## src/rtl/carry_select.sv

```systemverilog
// Registered carry-select adder: {cout, sum} <= a + b + carry, one cycle latency.
// Block 0 ripples from carry-in; every higher block precomputes both carry cases and muxes.
module carry_select #(
    parameter int WIDTH = 4,
    parameter int BLK   = 2
) (
    input  logic [WIDTH-1:0] a,
    input  logic [WIDTH-1:0] b,
    input  logic             carry,
    output logic [WIDTH-1:0] sum,
    output logic             cout,
    input  logic             clk,
    input  logic             rst_n
);

    localparam int SAFE_BLK = (BLK > 0) ? BLK : 1;
    localparam int NBLK     = (WIDTH / SAFE_BLK > 0) ? WIDTH / SAFE_BLK : 1;

    if ((BLK < 1) || (BLK > WIDTH) || ((WIDTH % SAFE_BLK) != 0)) begin : g_param_check
        $error("carry_select: BLK must satisfy 1 <= BLK <= WIDTH and divide WIDTH");
    end

    // Ripple chain of BLK full adders; result is {block carry, sum bits}.
    function automatic logic [BLK:0] ripple(
        input logic [BLK-1:0] x,
        input logic [BLK-1:0] y,
        input logic           ci
    );
        logic [BLK:0]   c;
        logic [BLK-1:0] s;
        c    = '0;
        s    = '0;
        c[0] = ci;
        for (int i = 0; i < BLK; i++) begin
            s[i]   = x[i] ^ y[i] ^ c[i];
            c[i+1] = (x[i] & y[i]) | (c[i] & (x[i] ^ y[i]));
        end
        return {c[BLK], s};
    endfunction

    logic [WIDTH-1:0] s;
    logic             c_out;

    for (genvar k = 0; k < NBLK; k++) begin : g_blk
        logic [BLK-1:0] x;
        logic [BLK-1:0] y;
        logic [BLK-1:0] sb;
        logic           co;

        assign x = a[k*BLK +: BLK];
        assign y = b[k*BLK +: BLK];

        if (k == 0) begin : g_ripple
            assign {co, sb} = ripple(x, y, carry);
        end else begin : g_select
            logic [BLK:0] res0;
            logic [BLK:0] res1;
            logic         ci;

            // The block carry only drives the mux select, so each block adds one mux delay.
            assign ci       = g_blk[k-1].co;
            assign res0     = ripple(x, y, 1'b0);
            assign res1     = ripple(x, y, 1'b1);
            assign {co, sb} = ci ? res1 : res0;
        end

        assign s[k*BLK +: BLK] = sb;
    end

    assign c_out = g_blk[NBLK-1].co;

    always_ff @(posedge clk) begin
        // NOTE: non-blocking assignments so every register samples pre-edge values.
        if (!rst_n) begin
            sum  <= '0;
            cout <= 1'b0;
        end else begin
            sum  <= s;
            cout <= c_out;
        end
    end

endmodule

```

## config.mk

```make
export PLATFORM = sky130hd
export DESIGN_NAME = carry_select
export DESIGN_NICKNAME = d
export VERILOG_FILES = /design/src/rtl/carry_select.sv
export SDC_FILE = /design/constraint.sdc
export NUM_CORES = 1
export LEC_CHECK = 0
export BUFFER_PORTS_ARGS = -buffer_cell sky130_fd_sc_hd__buf_2
export CAP_MARGIN = 20
export CORE_AREA = 2 2 39 41
export DETAILED_ROUTE_END_ITERATION = 6
export DIE_AREA = 0 0 41 43
export GPL_ROUTABILITY_DRIVEN = 0
export PLACE_DENSITY = 0.46
export SYNTH_ARGS = -nofsm -noshare
export SYNTH_HDL_FRONTEND = slang
export SYNTH_SLANG_ARGS = --single-unit
```

## constraint.sdc

```tcl
create_clock -name clk -period 3 [get_ports clk]
set_clock_uncertainty 0.05 [all_clocks]
set_input_delay 0.3 -clock clk [delete_from_list [all_inputs] [get_ports clk]]
set_output_delay 0.3 -clock clk [all_outputs]
set_load 0.1 [all_outputs]
```

# ---- Word level (Yosys, flattened, before mapping)
# Index checks and enable logic that the tools add are counted.
# W data, S select, Z words.
dict set report classes {
  mux 1
  bitwise 22
}
# cell count
set ops {}
lappend ops {{$and A1 B1 Y1} 8}
lappend ops {{$xor A1 B1 Y1} 8}
lappend ops {{$or A1 B1 Y1} 5}
lappend ops {{$mux W3} 1}
lappend ops {{$not A1 Y1} 1}
dict set report word_totals {
  regBits 5
  inputBits 11
}

# ---- Depth between registers and ports, before layout
dict set report depth {
  ltp_word 6
  mapped_depth 8
}

# ---- Worst setup path before layout
# Ideal clock, no wire load.
dict set report synth_path {
  kind {input to register}
  startpoint {in a[0]}
  endpoint {reg sum[3]}
  t_arrival_ns 1.632
  slack_ns 1.204
  stages 8
  n_path_buf 0
  cell_sequence {inv_1 > fa_1 > inv_1 > fa_1 > nand2_1 > o21ai_0 > fa_1 > nor2b_1}
}
dict set report synth_between {
  elab_chain_len 6
  word_cells_on_any_way 7
}
# element line
set synth_lines {}
lappend synth_lines {{start, declared} 7} ;# input logic [WIDTH-1:0] a,
lappend synth_lines {{$xor A1 B1 Y1} 36} ;# c[i+1] = (x[i] & y[i]) | (c[i] & (x[i] ^ y[i]));
lappend synth_lines {{$and A1 B1 Y1} 36}
lappend synth_lines {{$or A1 B1 Y1 (*)} 36}
lappend synth_lines {{$and A1 B1 Y1 (*)} 36}
lappend synth_lines {{$or A1 B1 Y1 (*)} 36}
lappend synth_lines {{$mux W3 (*)} 64} ;# assign {co, sb} = ci ? res1 : res0;
lappend synth_lines {{end signal, assigned} 78} ;# sum <= s;
lappend synth_lines {{end, declared} 10} ;# output logic [WIDTH-1:0] sum,
# Mark *: on every way between the ends. The rest lies on a longest branch, timed or not.
# A chain may end at the register's enable or synchronous reset.

# ---- Worst setup path in the final report
# Ends and elaborated chain as after synthesis.

==> results.sh <==
export IMPL_irDropWorstVdd_mv=0.130
export IMPL_dr_total_vias=206
export IMPL_timing_final_crit_share=0.594
export IMPL_cts_tree="built"
export IMPL_yosysTopAreaCell="dfxtp_1"
export IMPL_period_needed_ns=1.78
export IMPL_grt_pass1_wl_um=662
export IMPL_num_rows=14
export IMPL_holdCritPathClass="primary input to flip-flop"
export IMPL_drt_iter0_drc=0
export IMPL_slowest_stage="fa_1"
export IMPL_stdcell_count=61
export IMPL_met1_length_um=167
export IMPL_htreeDepth=1
export IMPL_drc=0
export IMPL_die_area_mm2=0.00176
export IMPL_critPathArrivalTime_ns=1.90
export IMPL_clk_pin_slew_ns=0.04
export IMPL_fin_tns_setup_ns=0
export IMPL_status="complete, no violations"
export IMPL_n_antenna_cell=0
export IMPL_postCtsHoldBufs=0
export IMPL_drv_cap=0
export IMPL_synth_top_cells_by_count="inv_1, dfxtp_1, fa_1, nor2b_1"
export IMPL_hpwl_um=368
export IMPL_intPower_mw=0.144
export IMPL_yosysMostFrequentCell="inv_1"
export IMPL_cts_setup_buffers=0
export IMPL_cts_root_buf="clkbuf_4"
export IMPL_power_share_clock=0.315
export IMPL_start_util=0.191
export IMPL_grt_max_degree=6
export IMPL_startpoint_type="primary input"
export IMPL_setup_viol=0
export IMPL_area_growth_syn_to_layout_pct=46.0
export IMPL_syn_cell_area_um2=264
export IMPL_cp_common_cell="fa_1"
export IMPL_async_reset_ff_frac=0
export IMPL_switching_share=0.408
export IMPL_core_mm2=0.00138
export IMPL_yosys_cell_types_count=9
export IMPL_antenna_found_initial=0
export IMPL_grt_util_all_layers=0.0584
export IMPL_ys_ff_latch=5
export IMPL_path_max_fanout=3
export IMPL_cts_sinks=5
export IMPL_max_slew_margin=0.679
export IMPL_die_h_um=43
export IMPL_synth_edf_count=0
export IMPL_crit_type="primary input to flip-flop"
export IMPL_grt_overflow=0
export IMPL_port_buffers=15
export IMPL_netlist_area_leader_share=0.379
export IMPL_ys_seq_area_frac=0.379
export IMPL_first_pass_iters=1
export IMPL_synthCells=26
export IMPL_netSwitchingPower_mw=0.0993
export IMPL_first_global_vias=190
export IMPL_seqPwrFrac=0.311
export IMPL_setup_ws_ns=1.22
export IMPL_whs_ns=0.257
export IMPL_fp_dieW_um=41
export IMPL_cts_repair_resized=0
export IMPL_critPathCaptureType="flip-flop"
export IMPL_place_inst=57
export IMPL_wl_met3_um=59
export IMPL_max_freq_ghz=0.561
export IMPL_drv_slew=0
export IMPL_wl_per_cell_um=6.59
export IMPL_pre_cts_ws_ns=0.967
export IMPL_ios=16
export IMPL_drt_vias_per_instance=3.38
export IMPL_rsz0062_at_grt="no"
export IMPL_met2WireLength_um=174
export IMPL_routed_wirelength_um=402
export IMPL_finalNetCount=62
export IMPL_power_frac_comb=0.373
export IMPL_leakage_nw=0.219
export IMPL_timing_final_hold_violations=0
export IMPL_clock_path_buffers=2
export IMPL_fill_cells=154
export IMPL_synth_net_count=42
export IMPL_critPathMaxStageDelay_ns=0.45
export IMPL_syn_avg_cell_area_um2=10.2
export IMPL_cts_buffers=3
export IMPL_crit_required_ns=3.12
export IMPL_ant_nets=0
export IMPL_crit_chain="buf_2 > inv_1 > fa_1 > inv_1 > fa_1 > o21ai_0 > fa_1 > nor2b_1"
export IMPL_ys_top_cells_by_area="dfxtp_1, fa_1, inv_1"
export IMPL_drive_gt1_frac=0.400
export IMPL_top_layer_used="met3"
export IMPL_yosysWarnings=0
export IMPL_tightestPinTransition_ns=0.485
export IMPL_power_density_mw_per_mm2=632
export IMPL_synth_ff_type="dfxtp_1"
==> final timing paths <==
check	from	endpoint	slack (ns)	cells after the start
worst max-delay path	a[0]	sum[3]	1.22	8
worst min-delay path	rst_n	sum[2]	0.26	2
==> cell families after synthesis <==
group           synth area share
buf+inv                    0.114
simple gates               0.133
fa+ha+maj                  0.322
flops                      0.379
compound gates            0.0189
xor+xnor                  0.0332
==> through the flow <==
step,instance area [um2],power [mW],utilization
finish,385,0.243,0.278
global route,385,0.260,0.278
CTS,385,0.249,0.278
detailed placement,359,0.169,0.259
global placement,359,0.168,0.259
floorplan,264,0.151,-
==> power groups by stage <==
stage,logic (mW),registers [mW],clock network [mW]
floorplan,0.0167,0.134,0
CTS,0.0920,0.0758,0.0807
global placement,0.0908,0.0771,0
global route,0.0981,0.0766,0.0849
finish,0.0909,0.0757,0.0768
detailed placement,0.0919,0.0770,0
==> registers in the layout, summed over array words and instances (netlist names) <==
register / flops
sum: 4
cout: 1
==> routing by layer <==
metal,GRT usage,up-vias
li1,-,110
met1,0.0680,85
met2,0.0781,11
met3,0.0157,0
met4,0.0600,0
met5,0,-
==> area by class of cell <==
cell class                 instances  area, um2  area share
sequential                         5        100       0.260
clock buffer                       4       26.3      0.0682
tap                               16       20.0      0.0519
timing repair buffer              15       75.1       0.195
multi-input combinational         13        134       0.347
inverter                           8       30.0      0.0779
==> critical path: cells and delay by family <==
| kind | cells | cell delay (ns) |
|---|---|---|
| fa+ha+maj | 3 | 1.02 |
| simple gates | 1 | 0.12 |
| compound gates | 1 | 0.25 |
| buf+inv | 3 | 0.21 |
==> cells in the final DEF, fill, tap and decap left out <==
| master | netlist | routed |
|---|---|---|
| xor2_1 | 1 | 1 |
| ha_1 | 2 | 2 |
| o21ai_0 | 1 | 1 |
| clkbuf_1 | 0 | 1 |
| clkbuf_4 | 0 | 3 |
| nor2b_1 | 3 | 3 |
| and2_1 | 2 | 2 |
| fa_1 | 3 | 3 |
| nand2_1 | 1 | 1 |
| buf_2 | 0 | 15 |
| dfxtp_1 | 5 | 5 |
| inv_1 | 8 | 8 |
Note: power is estimated with default switching activity, not from simulation.
